<file path="config.mk">
export PLATFORM = sky130hd
export DESIGN_NAME = hazard_scheduler
export DESIGN_NICKNAME = d
export VERILOG_FILES = /design/src/rtl/game_pkg.sv /design/src/rtl/lfsr16.sv /design/src/rtl/hazard_scheduler.sv
export SDC_FILE = /design/constraint.sdc
export NUM_CORES = 1
export LEC_CHECK = 0
export BUFFER_PORTS_ARGS = -buffer_cell sky130_fd_sc_hd__buf_2
export CORE_MARGIN = 3
export CORE_UTILIZATION = 37
export DETAILED_ROUTE_END_ITERATION = 7
export PLACE_DENSITY = 0.53
export SYNTH_ARGS = -nofsm -noshare
export SYNTH_HDL_FRONTEND = slang
export SYNTH_SLANG_ARGS = --single-unit
</file>
<file path="constraint.sdc">
create_clock -name clk -period 2.8 [get_ports clk]
set_input_delay 0.28 -clock clk [delete_from_list [all_inputs] [get_ports clk]]
set_output_delay 0.28 -clock clk [all_outputs]
set_load 0.01 [all_outputs]
</file>
<file path="src/rtl/game_pkg.sv">
// rtl/game_pkg.sv - shared game constants, state encodings and grid cell helpers
package game_pkg;

   localparam logic [1:0] INIT   = 2'b00;
   localparam logic [1:0] PLAY   = 2'b01;
   localparam logic [1:0] FINISH = 2'b10;

   localparam logic [1:0] LIFE_MAX  = 2'd3;
   localparam logic [3:0] SCORE_MAX = 4'd5;
   localparam int         NUM_BOXES = 9;

   typedef enum logic [1:0] {
      G_INIT   = INIT,
      G_PLAY   = PLAY,
      G_FINISH = FINISH
   } game_fsm_e;

   typedef enum logic [1:0] {
      H_IDLE = 2'd0,
      H_WARN = 2'd1,
      H_FIRE = 2'd2
   } haz_phase_e;

   // Folds a random nibble onto the 3x3 grid; 9..15 wrap to 0..6.
   function automatic logic [3:0] nib_to_cell(input logic [3:0] n);
      return (n < 4'd9) ? n : n - 4'd9;
   endfunction

   function automatic logic [NUM_BOXES-1:0] cell_onehot(input logic [3:0] c);
      logic [NUM_BOXES-1:0] v;
      v = '0;
      for (int i = 0; i < NUM_BOXES; i++) begin
         if (c == 4'(i)) begin
            v[i] = 1'b1;
         end
      end
      return v;
   endfunction

   function automatic logic [3:0] cell_next(input logic [3:0] c);
      return (c == 4'(NUM_BOXES - 1)) ? 4'd0 : c + 4'd1;
   endfunction

endpackage

</file>
<file path="src/rtl/lfsr16.sv">
// rtl/lfsr16.sv - free-running 16-bit Fibonacci LFSR, taps 16,14,13,11
module lfsr16 #(
   parameter logic [15:0] SEED = 16'hACE1
) (
   input  logic        clk,
   input  logic        rst,
   output logic [15:0] q
);

   logic [15:0] r_q;
   logic        w_fb;

   assign w_fb = r_q[15] ^ r_q[13] ^ r_q[12] ^ r_q[10];

   always_ff @(posedge clk or posedge rst) begin
      if (rst) begin
         r_q <= SEED;
      end else begin
         r_q <= {r_q[14:0], w_fb};
      end
   end

   assign q = r_q;

endmodule

</file>
<file path="src/rtl/hazard_scheduler.sv">
// rtl/hazard_scheduler.sv - game FSM, tick divider, hazard/gold scheduling and life/score keeping
module hazard_scheduler
   import game_pkg::*;
#(
   parameter int unsigned TICK_DIV   = 25_000_000,
   parameter int unsigned WARN_TICKS = 2,
   parameter int unsigned FIRE_TICKS = 2,
   parameter int unsigned GOLD_TICKS = 3,
   parameter logic [15:0] LFSR_SEED  = 16'hACE1
) (
   input  logic       clk,
   input  logic       rst,
   input  logic       start,
   input  logic [8:0] box,
   output logic [1:0] game_state,
   output logic [8:0] warning_state,
   output logic [8:0] fire_state,
   output logic [8:0] gold_state,
   output logic [1:0] life,
   output logic [3:0] score
);

   localparam int unsigned CNT_W  = (TICK_DIV > 2) ? $clog2(TICK_DIV) : 1;
   localparam int unsigned HC_MAX = (WARN_TICKS > FIRE_TICKS) ? WARN_TICKS : FIRE_TICKS;
   localparam int unsigned HC_W   = $clog2(HC_MAX + 1);
   localparam int unsigned GC_W   = $clog2(GOLD_TICKS + 1);

   localparam logic [CNT_W-1:0] TICK_LAST = CNT_W'(TICK_DIV - 1);
   localparam logic [HC_W-1:0]  WARN_LAST = HC_W'(WARN_TICKS - 1);
   localparam logic [HC_W-1:0]  FIRE_LAST = HC_W'(FIRE_TICKS - 1);
   localparam logic [GC_W-1:0]  GOLD_LAST = GC_W'(GOLD_TICKS - 1);

   game_fsm_e        r_state;
   logic [1:0]       r_life;
   logic [3:0]       r_score;
   logic [CNT_W-1:0] r_tick_cnt;

   haz_phase_e       r_hphase;
   logic [HC_W-1:0]  r_hcnt;
   logic [3:0]       r_hcell;
   logic [8:0]       r_warn;
   logic [8:0]       r_fire;
   logic             r_hit_done;

   logic [8:0]       r_gold;
   logic [GC_W-1:0]  r_gcnt;

   logic [15:0]      w_lfsr;
   logic [7:0]       w_unused_lfsr;
   logic             w_play;
   logic             w_tick;
   logic [3:0]       w_new_hcell;
   logic [3:0]       w_haz_cell;
   logic [3:0]       w_gold_raw;
   logic [3:0]       w_gold_cell;
   logic             w_hit;
   logic             w_collect;
   logic [1:0]       w_life_nxt;
   logic [3:0]       w_score_nxt;
   logic             w_end;

   lfsr16 #(
      .SEED (LFSR_SEED)
   ) u_lfsr (
      .clk (clk),
      .rst (rst),
      .q   (w_lfsr)
   );

   assign w_unused_lfsr = w_lfsr[15:8];

   assign w_play = (r_state == G_PLAY);
   assign w_tick = w_play && (r_tick_cnt == TICK_LAST);

   // In H_IDLE the cell about to be latched on this tick is the one gold must avoid.
   assign w_new_hcell = nib_to_cell(w_lfsr[3:0]);
   assign w_haz_cell  = (r_hphase == H_IDLE) ? w_new_hcell : r_hcell;
   assign w_gold_raw  = nib_to_cell(w_lfsr[7:4]);
   assign w_gold_cell = (w_gold_raw == w_haz_cell) ? cell_next(w_gold_raw) : w_gold_raw;

   assign w_hit      = w_play && ((box & r_fire) != 9'd0) && !r_hit_done;
   assign w_collect  = w_play && ((box & r_gold) != 9'd0);

   assign w_life_nxt  = (w_hit && (r_life != 2'd0)) ? r_life - 2'd1 : r_life;
   assign w_score_nxt = (w_collect && (r_score < SCORE_MAX)) ? r_score + 4'd1 : r_score;
   assign w_end       = w_play && ((w_life_nxt == 2'd0) || (w_score_nxt == SCORE_MAX));

   always_ff @(posedge clk or posedge rst) begin
      if (rst) begin
         r_state    <= G_INIT;
         r_life     <= LIFE_MAX;
         r_score    <= 4'd0;
         r_tick_cnt <= '0;
      end else begin
         case (r_state)
            G_INIT: begin
               r_tick_cnt <= '0;
               if (start) begin
                  r_state <= G_PLAY;
                  r_life  <= LIFE_MAX;
                  r_score <= 4'd0;
               end
            end
            G_PLAY: begin
               r_life  <= w_life_nxt;
               r_score <= w_score_nxt;
               if (w_end) begin
                  r_state    <= G_FINISH;
                  r_tick_cnt <= '0;
               end else if (r_tick_cnt == TICK_LAST) begin
                  r_tick_cnt <= '0;
               end else begin
                  r_tick_cnt <= r_tick_cnt + CNT_W'(1);
               end
            end
            G_FINISH: begin
               r_tick_cnt <= '0;
               if (start) begin
                  r_state <= G_INIT;
               end
            end
            default: begin
               r_state    <= G_INIT;
               r_tick_cnt <= '0;
            end
         endcase
      end
   end

   always_ff @(posedge clk or posedge rst) begin
      if (rst) begin
         r_hphase   <= H_IDLE;
         r_hcnt     <= '0;
         r_hcell    <= 4'd0;
         r_warn     <= 9'd0;
         r_fire     <= 9'd0;
         r_hit_done <= 1'b0;
      end else if (!w_play || w_end) begin
         r_hphase   <= H_IDLE;
         r_hcnt     <= '0;
         r_warn     <= 9'd0;
         r_fire     <= 9'd0;
         r_hit_done <= 1'b0;
      end else begin
         if (w_hit) begin
            r_hit_done <= 1'b1;
         end
         if (w_tick) begin
            case (r_hphase)
               H_IDLE: begin
                  r_hcell  <= w_new_hcell;
                  r_warn   <= cell_onehot(w_new_hcell);
                  r_hcnt   <= '0;
                  r_hphase <= H_WARN;
               end
               H_WARN: begin
                  if (r_hcnt == WARN_LAST) begin
                     r_fire     <= r_warn;
                     r_warn     <= 9'd0;
                     r_hit_done <= 1'b0;
                     r_hcnt     <= '0;
                     r_hphase   <= H_FIRE;
                  end else begin
                     r_hcnt <= r_hcnt + HC_W'(1);
                  end
               end
               H_FIRE: begin
                  if (r_hcnt == FIRE_LAST) begin
                     r_fire   <= 9'd0;
                     r_hcnt   <= '0;
                     r_hphase <= H_IDLE;
                  end else begin
                     r_hcnt <= r_hcnt + HC_W'(1);
                  end
               end
               default: begin
                  r_hphase <= H_IDLE;
                  r_hcnt   <= '0;
               end
            endcase
         end
      end
   end

   // Collection wins over a same-edge expiry; a fresh spawn waits for the next tick.
   always_ff @(posedge clk or posedge rst) begin
      if (rst) begin
         r_gold <= 9'd0;
         r_gcnt <= '0;
      end else if (!w_play || w_end) begin
         r_gold <= 9'd0;
         r_gcnt <= '0;
      end else if (w_collect) begin
         r_gold <= 9'd0;
         r_gcnt <= '0;
      end else if (w_tick) begin
         if (r_gold == 9'd0) begin
            r_gold <= cell_onehot(w_gold_cell);
            r_gcnt <= '0;
         end else if (r_gcnt == GOLD_LAST) begin
            r_gold <= 9'd0;
            r_gcnt <= '0;
         end else begin
            r_gcnt <= r_gcnt + GC_W'(1);
         end
      end
   end

   assign game_state    = r_state;
   assign warning_state = r_warn;
   assign fire_state    = r_fire;
   assign gold_state    = r_gold;
   assign life          = r_life;
   assign score         = r_score;

endmodule

</file>
Word level (Yosys, flattened, before mapping) --
Cells that the tools add are included.
Word-level totals: bits in registers 87, input port bits 12, output and inout port bits 35, word-level logic and storage cells 163
Operators by class: add/subtract/negate cells 8, $lt $le $gt $ge 3, equality and inequality tests 31, multiplexer cells 68, bitwise operators 6, reductions and logical operators 34
Operators with widths (count):
- 9-bit two-way mux | 11
- 25-bit two-way mux | 3
- 4-bit by 3-bit == test with 1-bit output, second input constant | 9
- 2-bit two-way mux | 18
- 9-bit one-hot mux with 2 select lines | 2
- 4-bit two-way mux | 7
- 25-bit by 1-bit adder with 25-bit output, second input constant | 1
- 25-bit == test, second input constant | 1
- 1-bit two-way mux | 23
- 9-bit bitwise AND | 2
- 9-bit nonzero test | 2
- 4-bit by 2-bit == test with 1-bit output, second input constant | 4
- 4-bit == test, second input constant | 3
- 2-bit one-hot mux with 3 select lines | 2
- 9-bit zero test | 1
- 3-bit AND reduction | 3
- 3-bit nonzero test | 3
- 4-bit by 1-bit adder with 4-bit output, second input constant | 2
- 4-bit by 1-bit == test with 1-bit output, second input constant | 2
- 4-bit zero test | 2
- 4-bit less-than comparator, second input constant | 2
- 4-bit one-hot mux with 2 select lines | 1
- 4-bit subtractor, second input constant | 2
- 1-bit logical AND | 7
- 20 further kinds | 37

Logic depth before layout (Yosys ltp) --
Gate-level depths: netlist (run 1).
word-level depth 12, mapped depth 13, depth with buffers taken out 13

Modules after synthesis --
From an unflattened synthesis (run 1), not the netlist that was laid out.
Second synthesis, totals: cell total of the unflattened synthesis 474, area, all modules 4669.5 µm²
By module, submodules not included:
- hazard_scheduler | times used 1, cells an instance 454, area an instance 4229.1 µm², seq. area each 1779.2 µm²
- lfsr16 | times used 1, cells an instance 20, area an instance 440.4 µm², seq. area each 410.4 µm²

Worst setup path after synthesis (run 1) --
OpenSTA, ideal clock, no wires.
path type register -> register, from register r_score[0], in the netlist score[0], to register r_hcell[1], library setup time 126 ps, arrival 2477 ps, required time 2674 ps, slack 197 ps, stages on the path, launching flop included 12, cells stage by stage dfrtp_1 -> inv_1 -> ha_1 -> inv_1 -> a211o_1 -> a21oi_2 -> mux2_4 -> or3_1 -> buf_2 -> or3_4 -> nand2_1 -> o21ai_1
On the way: longest elaborated chain between the ends 9, elaborated cells on any way between the ends 10
RTL lines:
- from (decl) | RTL line hazard_scheduler.sv:35 | logic [3:0] r_score;
- from (signal assigned) | RTL line hazard_scheduler.sv:106 | r_score <= w_score_nxt;
- 4-bit by 3-bit less-than comparator with 1-bit output | RTL line hazard_scheduler.sv:85 | assign w_score_nxt = (w_collect && (r_score < SCORE_MAX)) ? r_score + 4'd1 : r_score;
- 1-bit logical AND | RTL line hazard_scheduler.sv:85
- 4-bit two-way mux * | RTL line hazard_scheduler.sv:85
- 4-bit by 3-bit == test with 1-bit output * | RTL line hazard_scheduler.sv:86 | assign w_end = w_play && ((w_life_nxt == 2'd0) || (w_score_nxt == SCORE_MAX));
- 1-bit logical OR * | RTL line hazard_scheduler.sv:86
- 1-bit logical AND * | RTL line hazard_scheduler.sv:86
- 1-bit logical OR * | RTL line hazard_scheduler.sv:138 | end else if (!w_play || w_end) begin
- 1-bit inverter (no source line) *
- 2-bit AND reduction (no source line) *
- to (signal assigned) | RTL line hazard_scheduler.sv:151 | r_hcell <= w_new_hcell;
- to (decl) | RTL line hazard_scheduler.sv:40 | logic [3:0] r_hcell;
Mark *: on every way between the ends. The rest lies on a longest branch, timed or not. A chain may end at the register's enable or synchronous reset.

Final worst setup path (run 1) --
from register u_lfsr.r_q[0], in the netlist u_lfsr.q[0], to register r_gold[6], in the netlist gold_state[6]
On the way: longest elaborated chain between the ends 11, elaborated cells on any way between the ends 12
RTL lines:
- from (decl) | RTL line lfsr16.sv:10 | logic [15:0] r_q;
- from (signal assigned) | RTL line lfsr16.sv:19 | r_q <= {r_q[14:0], w_fb};
- 4-bit subtractor / 4-bit less-than comparator (equally long branches) | RTL line game_pkg.sv:26 | return (n < 4'd9) ? n : n - 4'd9;
- 4-bit two-way mux * | RTL line game_pkg.sv:26
- 4-bit two-way mux *
- 4-bit == test * | RTL line hazard_scheduler.sv:79 | assign w_gold_cell = (w_gold_raw == w_haz_cell) ? cell_next(w_gold_raw) : w_gold_raw;
- 4-bit two-way mux * | RTL line hazard_scheduler.sv:79
- 4-bit by 3-bit == test with 1-bit output * | RTL line game_pkg.sv:33 | if (c == 4'(i)) begin
- 1-bit two-way mux * | RTL line game_pkg.sv:33
- 9-bit two-way mux * | RTL line hazard_scheduler.sv:197 | if (r_gold == 9'd0) begin
- 9-bit two-way mux * | RTL line hazard_scheduler.sv:196 | end else if (w_tick) begin
- 9-bit two-way mux * | RTL line hazard_scheduler.sv:193 | end else if (w_collect) begin
- 9-bit two-way mux * | RTL line hazard_scheduler.sv:190 | end else if (!w_play || w_end) begin
- to (signal assigned) | RTL line hazard_scheduler.sv:198 | r_gold <= cell_onehot(w_gold_cell);
- to (decl) | RTL line hazard_scheduler.sv:45 | logic [8:0] r_gold;
Mark *: on every way between the ends. The rest lies on a longest branch, timed or not. The select of a mux whose other input is x is not followed.

==> load_flow_metrics.sql, run 1 <==
INSERT INTO impl_metrics (metric_group, metric, value, unit) VALUES
('run_status', 'status', 'complete, no violations', ''),
('clock_tree', 'tritoncts_num_sinks', '87', ''),
('setup_path', 'timing.critical_path.arrival', '2920', 'ps'),
('global_routing', 'busiest_layer', 'met2', ''),
('place', 'placement.cell_area', '0.00486', 'mm²'),
('setup_path', 'crit_path_start_kind', 'register', ''),
('yosys', 'synth_nets', '487', ''),
('global_routing', 'global_route_wire_length_before_repair', '16.4', 'mm'),
('yosys', 'synth_ff_type', 'dfrtp_1', ''),
('floorplan', 'chipHeight', '115', 'µm'),
('final_layout', 'final_nets', '547', ''),
('sta', 'relSlewSlack', '0.442', ''),
('place', 'io_buffer_count', '46', ''),
('yosys', 'post-synth-top-area-fraction', '0.438', ''),
('clock_tree', 'clockRootBuffer', 'clkbuf_16', ''),
('clock_tree', 'tritoncts', 'yes', ''),
('global_routing', 'grt_start_max_net_pins', '48', ''),
('yosys', 'async_flop_share', '1.00', ''),
('final_layout', 'post_route_cell_area', '0.00521', 'mm²'),
('floorplan', 'pin_count', '47', ''),
('setup_path', 'worstPathRequired', '3040', 'ps'),
('floorplan', 'fp.coreArea', '0.0115', 'mm²'),
('power', 'power.ir.vdd_worst', '397', 'µV'),
('setup_path', 'critPathMaxFanout', '5', ''),
('global_routing', 'overflow', '0', ''),
('yosys', 'yosysTopAreaCell', 'dfrtp_1', ''),
('global_routing', 'global_route.usage.met3', '0.0542', ''),
('sta', 'setup_viol', '0', ''),
('floorplan', 'die_width', '115', 'µm'),
('final_layout', 'area_growth_from_synthesis_to_layout', '18.4', '%'),
('sta', 'report.final.hold_viol_count', '0', ''),
('yosys', 'yosysSeqAreaShare', '0.497', ''),
('routing', 'drt_first_iter_violations', '267', ''),
('sta', 'worst_clock_skew', '7.29', 'ps'),
('global_routing', 'antenna_violations_before_repair', '0', ''),
('power', 'pwr_density_cell', '628', 'mW/mm²'),
('sta', 'max_freq', '373', 'MHz'),
('setup_path', 'worst_setup_path_end_kind', 'register', ''),
('run', 'max-cap-violations', '0', ''),
('yosys', 'ys.warnings.count', '0', ''),
('yosys', 'synth_seq_cells', '87', ''),
('routing', 'vias', '3434', ''),
('setup_path', 'type_of_the_setup_path_with_the_least_slack', 'register to register', ''),
('floorplan', 'row_count', '39', ''),
('yosys', 'netlist_top_cells_area', 'dfrtp_1 44%, dfstp_2 6.0%, nor2_1 5.1%', ''),
('global_routing', 'grt_pass1_vias', '3383', ''),
('sta', 'setup_tns', '0', 'ps'),
('global_routing', 'grt.met1_usage', '0.198', ''),
('routing', 'avgRoutedWirePerCell', '14.8', 'µm'),
('sta', 'tightestPinTransition', '835', 'ps'),
('clock_tree', 'ctsLongestPathBuffers', '2', ''),
('clock_tree', 'cts_made_buffers', '9', ''),
('power', 'p_leak', '2.48', 'nW'),
('worst_hold_path', 'min-delay-path-class', 'primary input to async pin', ''),
('final_layout', 'drive_above_1_share', '0.207', ''),
('global_routing', 'grtUsageTotal', '0.156', ''),
('yosys', 'synth.top_cells.by_count', '77 x dfrtp_1, 60 x nor2_1, 48 x nand2_1', ''),
('final_layout', 'antenna_cells_inserted', '0', ''),
('routing', 'routed_wl', '9.92', 'mm'),
('sta', 'slew_viol_final', '0', ''),
('global_routing', 'met2_usage', '0.257', ''),
('yosys', 'synth_cell_types', '56', ''),
('place', 'dpl_worst_slack', '29.0', 'ps'),
('clock_tree', 'worst_setup_hold_path_clk_slew', '60', 'ps'),
('place', 'dp_hpwl', '7.17', 'mm'),
('yosys', 'yosys.cell_count.top_type', 'dfrtp_1', ''),
('yosys', 'syn-instance-count', '462', ''),
('routing', 'avgViaCountPerCell', '5.13', ''),
('yosys', 'netlist_area', '0.00440', 'mm²'),
('routing', 'drtPass1Iterations', '4', ''),
('clock_tree', 'clock_insertion_delay_worst_skew', '340', 'ps'),
('routing', 'drc_errors', '0', ''),
('final_layout', 'nFillCells', '1115', ''),
('sta', 'timing.final.crit_share', '0.957', ''),
('floorplan', 'initial_utilization', '0.382', ''),
('place', 'finalWeightedCongestion', '0.788', ''),
('routing', 'postRouteAntennaNets', '0', ''),
('sta', 'fin_crit', '2680', 'ps'),
('clock_tree', 'ctsHtreeMaxLevel', '3', ''),
('yosys', 'syn_avg_cell_area', '9.53', 'µm²'),
('sta', 'final_worst_setup_slack', '119', 'ps'),
('floorplan', 'die_area', '0.0132', 'mm²'),
('yosys', 'synth_enable_flop_cells', '0', '');
-- cell families after synthesis --
| logic type | synth area share |
|---|---|
| AOI/OAI and AO/OA | 0.122 |
| xor gates and xnor gates | 0.0597 |
| adders and majority gates | 0.0369 |
| buffers and inverters | 0.0355 |
| DFF | 0.497 |
| muxes | 0.0196 |
| and+or+nand+nor | 0.229 |
-- sequential cells by signal (all words and copies together), names as in the netlist --
| signal | cells |
|---|---|
| fire_state | 9 |
| game_state | 2 |
| gold_state | 9 |
| life | 2 |
| r_gcnt | 2 |
| r_hcell | 4 |
| r_hcnt | 2 |
| r_hit_done | 1 |
| r_hphase | 2 |
| r_tick_cnt | 25 |
| score | 4 |
| u_lfsr.q | 16 |
| warning_state | 9 |
-- final timing paths --
kind	from	endpoint	slack (ps)	depth (start not counted)
worst max-delay path	u_lfsr.q[0]$_DFF_PP1_	gold_state[6]$_DFFE_PP0P_	120	10
worst min-delay path	rst	u_lfsr.q[1]$_DFF_PP0_	90	2
worst max register to register	u_lfsr.q[0]$_DFF_PP1_	gold_state[6]$_DFFE_PP0P_	120	10
worst min register to register	u_lfsr.q[8]$_DFF_PP0_	u_lfsr.q[9]$_DFF_PP0_	350	0
max in group asynchronous	rst	life[0]$_DFFE_PP1P_	1960	3
min in group clk	start	game_state[1]$_DFFE_PP0P_	240	3
-- critical path, stage by stage (launching register included) --
cell	delay [ps]
dfstp_2	540
inv_1	40
ha_2	180
nor2b_4	140
or3_4	340
a31o_4	240
xnor2_2	190
nand4_1	120
or2_0	240
a211o_1	320
o31ai_1	240
-- what timing repair did --
item / CTS / global route
setup buffers: 0 / 2
hold buffers: 0 / 0
endpoints found under the setup margin: 0 / 8
resized for setup: 0 / 13
-- layout by cell type, fill, tap and decap left out, types with 7 or more instances in the layout --
cell       count
a21oi_1       27
nor3_1        10
and3_1        10
nand3_1       16
nand2_1       48
buf_4         15
inv_1         18
o21ai_0       13
xor2_1        16
xnor2_1       11
buf_2         46
dfstp_2       10
nand3b_1      11
o21ai_1        9
ha_1          12
clkbuf_16      9
nor2_1        60
nand2b_1      12
dfrtp_1       77
a22oi_1        7
-- layer usage --
| metal | vias to the layer above | share of wire |
|---|---|---|
| li1 | 1720 | - |
| met1 | 1640 | 0.45 |
| met2 | 64 | 0.48 |
| met3 | 10 | 0.052 |
| met4 | 0 | 0.010 |
| met5 | - | 0 |
-- power by group --
part	total [mW]	internal, mW	leakage [nW]	switching (mW)
combinational	0.759	0.276	1.18	0.483
sequential	1.40	1.33	1.17	0.0725
clock	1.12	0.645	0.133	0.472
total	3.28	2.25	2.48	1.03
-- final cells by class --
class,instances,area [µm²],share of cell area
repair buffers,62,363,0.0696
clock buffers,14,264,0.0506
inverters,22,83.8,0.0161
flip-flops and latches,87,2190,0.420
multi-input cells,340,2130,0.408
clock inverters,1,5.00,0.000960
well taps,143,179,0.0343
-- metrics by stage --
stage,hold WS (ps),cells,power (mW),util
3_3_place_gp,336,652,2.18,0.422
4_1_cts,107,667,3.33,0.445
5_1_grt,141,669,3.49,0.453
3_5_place_dp,336,652,2.19,0.422
6_report,88.8,669,3.28,0.453
2_1_floorplan,331,462,1.98,-
(Power assumes the default switching activity.)
==> inputs of run 2 (changes only) <==
PLACE_DENSITY = not set   (was 0.53)
==> run 2 against run 1 <==
  * Clock skew up 1.5 ps
  * Non-clock buffer count grew 1
  * Die area is the same
  * Core utilization rose by 0.76 points
  * Final cell count grew 0.30%
  * Critical endpoint is now r_hcell[1]$_DFFE_PP0P_
==> load_flow_metrics.sql, run 2 (synthesis gave the netlist of run 1 again) <==
INSERT INTO impl_metrics (metric_group, metric, value, unit) VALUES
('power', 'p_comb_frac', '0.226', ''),
('setup_path', 'path_cells', 'inv_1 > ha_1 > inv_1 > a211o_1 > a21oi_4 > mux2_4 > or3_1 > or3_4 > nand2_1 > o21ai_1', ''),
('final_layout', 'postLayoutCoreUtil', '0.460', ''),
('worst_hold_path', 'min-delay-path-class', 'primary input to async pin', ''),
('floorplan', 'pin_count', '47', ''),
('clock_tree', 'tritoncts', 'yes', ''),
('floorplan', 'fp.coreArea', '0.0115', 'mm²'),
('floorplan', 'row_count', '39', ''),
('final_layout', 'layout.cells.most_common_list', '77 x dfrtp_1, 60 x nor2_1, 48 x nand2_1, 46 x buf_2, 27 x a21oi_1', ''),
('final_layout', 'drive_above_1_share', '0.208', ''),
('final_layout', 'regMostFlops', 'r_tick_cnt', ''),
('final_layout', 'most_common_library_cell_in_the_layout_ignoring_fill_and_taps', 'dfrtp_1', ''),
('setup_path', 'path_delay_family', 'simple AND/OR/NAND/NOR gates', ''),
('global_routing', 'grt_start_max_net_pins', '48', ''),
('place', 'dp_hpwl', '7.01', 'mm'),
('sta', 'report.final.hold_viol_count', '0', ''),
('setup_path', 'critPathMaxFanout', '6', ''),
('setup_path', 'worst_path_max_delay_cell', 'or3_1', ''),
('global_routing', 'overflow', '0', ''),
('floorplan', 'die_area', '0.0132', 'mm²'),
('setup_path', 'crit_path_frequent_cell', 'inv_1', ''),
('final_layout', 'layout.cells.non_filler', '671', ''),
('sta', 'timing.final.crit_share', '0.953', ''),
('final_layout', 'area_growth_from_synthesis_to_layout', '20.4', '%'),
('sta', 'tightestPinTransition', '818', 'ps'),
('power', 'p_leak', '2.50', 'nW'),
('floorplan', 'die_width', '115', 'µm'),
('power', 'power.switching', '1.04', 'mW'),
('routing', 'avgRoutedWirePerCell', '14.4', 'µm'),
('setup_path', 'worstPathRequired', '3020', 'ps'),
('place', 'finalWeightedCongestion', '0.826', ''),
('sta', 'worst_hold_slack', '77.3', 'ps'),
('routing', 'routed_wl', '9.64', 'mm'),
('sta', 'relSlewSlack', '0.454', ''),
('clock_tree', 'ctsLongestPathBuffers', '2', ''),
('run_status', 'status', 'complete, no violations', ''),
('routing', 'drtPass1Iterations', '4', ''),
('sta', 'setup_tns', '0', 'ps'),
('sta', 'slew_viol_final', '0', ''),
('global_routing', 'global_route_wire_length_before_repair', '16.0', 'mm'),
('setup_path', 'critical_path.n_buffers_inverters', '2', ''),
('global_routing', 'grt_pass1_vias', '3299', ''),
('clock_tree', 'cts_made_buffers', '9', ''),
('final_layout', 'max_reg_flops', '25', ''),
('setup_path', 'critPathMaxStageDelay', '440', 'ps'),
('final_layout', 'nFillCells', '1089', ''),
('place', 'placed_cells_incl_taps', '652', ''),
('routing', 'drc_errors', '0', ''),
('clock_tree', 'clock_insertion_delay_worst_skew', '340', 'ps'),
('routing', 'postRouteAntennaNets', '0', ''),
('final_layout', 'final_nets', '548', ''),
('setup_path', 'crit_path_start_kind', 'register', ''),
('sta', 'max_freq', '375', 'MHz'),
('sta', 'worst_clock_skew', '8.79', 'ps'),
('power', 'p_sw_frac', '0.292', ''),
('power', 'power_frac_seq', '0.392', ''),
('power', 'pwr-share-clk', '0.382', ''),
('floorplan', 'initial_utilization', '0.382', ''),
('routing', 'avgViaCountPerCell', '5.18', ''),
('clock_tree', 'tritoncts_num_sinks', '87', ''),
('setup_path', 'timing.critical_path.arrival', '2890', 'ps'),
('power', 'power.ir.vdd_worst', '354', 'µV'),
('power', 'pwr_density_cell', '671', 'mW/mm²'),
('floorplan', 'chipHeight', '115', 'µm'),
('setup_path', 'type_of_the_setup_path_with_the_least_slack', 'register to register', ''),
('sta', 'fin_crit', '2670', 'ps'),
('clock_tree', 'worst_setup_hold_path_clk_slew', '60', 'ps'),
('place', 'io_buffer_count', '46', ''),
('sta', 'setup_viol', '0', ''),
('clock_tree', 'ctsHtreeMaxLevel', '3', ''),
('routing', 'drt_first_iter_violations', '268', ''),
('global_routing', 'grtUsageTotal', '0.153', ''),
('run', 'max-cap-violations', '0', ''),
('power', 'power_report.internal_total', '2.52', 'mW'),
('routing', 'vias', '3476', ''),
('final_layout', 'antenna_cells_inserted', '0', ''),
('global_routing', 'antenna_violations_before_repair', '0', ''),
('sta', 'rsz_0062_raised_after_global_routing', 'false', ''),
('setup_path', 'worst_setup_path_end_kind', 'register', ''),
('clock_tree', 'clockRootBuffer', 'clkbuf_16', '');
run 2: timing repair:
action / in CTS / in global routing
setup endpoints to repair: 1 / 10
hold buffers: 0 / 0
gates resized for setup: 0 / 15
pin swaps: 1 / 8
setup buffers: 0 / 3
run 2: path summary, 6_finish.rpt:
| check | end | slack, ps | startpoint | depth (start not counted) |
|---|---|---|---|---|
| setup / recovery | r_hcell[1]$_DFFE_PP0P_ | 130 | score[1]$_DFFE_PP0P_ | 10 |
| hold / removal | u_lfsr.q[1]$_DFF_PP0_ | 80 | rst | 2 |
| setup reg to reg | r_hcell[1]$_DFFE_PP0P_ | 130 | score[1]$_DFFE_PP0P_ | 10 |
| hold reg to reg | u_lfsr.q[9]$_DFF_PP0_ | 350 | u_lfsr.q[8]$_DFF_PP0_ | 0 |
| max in group asynchronous | life[0]$_DFFE_PP1P_ | 1990 | rst | 3 |
| min in group clk | game_state[1]$_DFFE_PP0P_ | 250 | start | 3 |
run 2: power by group through the flow:
stage / Sequential (mW) / Clock (mW) / Combinational (mW)
6_report: 1.39 / 1.36 / 0.804
5_1_grt: 1.41 / 1.45 / 0.901
4_1_cts: 1.39 / 1.39 / 0.786
3_5_place_dp: 1.42 / 0 / 0.784
3_3_place_gp: 1.41 / 0 / 0.770
2_1_floorplan: 1.43 / 0 / 0.548
run 2: area by class of cell:
class | count | area, µm² | area share
Clock buffer | 12 | 246 | 0.0465
Multi-Input combinational cell | 340 | 2140 | 0.403
Tap cell | 143 | 179 | 0.0338
Clock inverter | 4 | 95.1 | 0.0179
Sequential cell | 87 | 2190 | 0.413
Timing Repair Buffer | 63 | 370 | 0.0699
Inverter | 22 | 83.8 | 0.0158
run 2: through the flow:
stage                     total power [mW]  cell area, µm²  setup WS, ps
final                                 3.56            5300           132
after floorplan                       1.98            4400           197
after detailed placement              2.20            4860          17.2
after global placement                2.18            4860          82.8
after global routing                  3.76            5300          5.12
after CTS                             3.57            5200          3.80
run 2: routing by layer:
layer / track usage / vias to the layer above / share of wire
met3: 0.0358 / 13 / 0.040
met2: 0.228 / 68 / 0.44
met5: 0 / - / 0
met4: 0.0595 / 0 / 0.017
met1: 0.216 / 1671 / 0.50
li1: - / 1724 / -
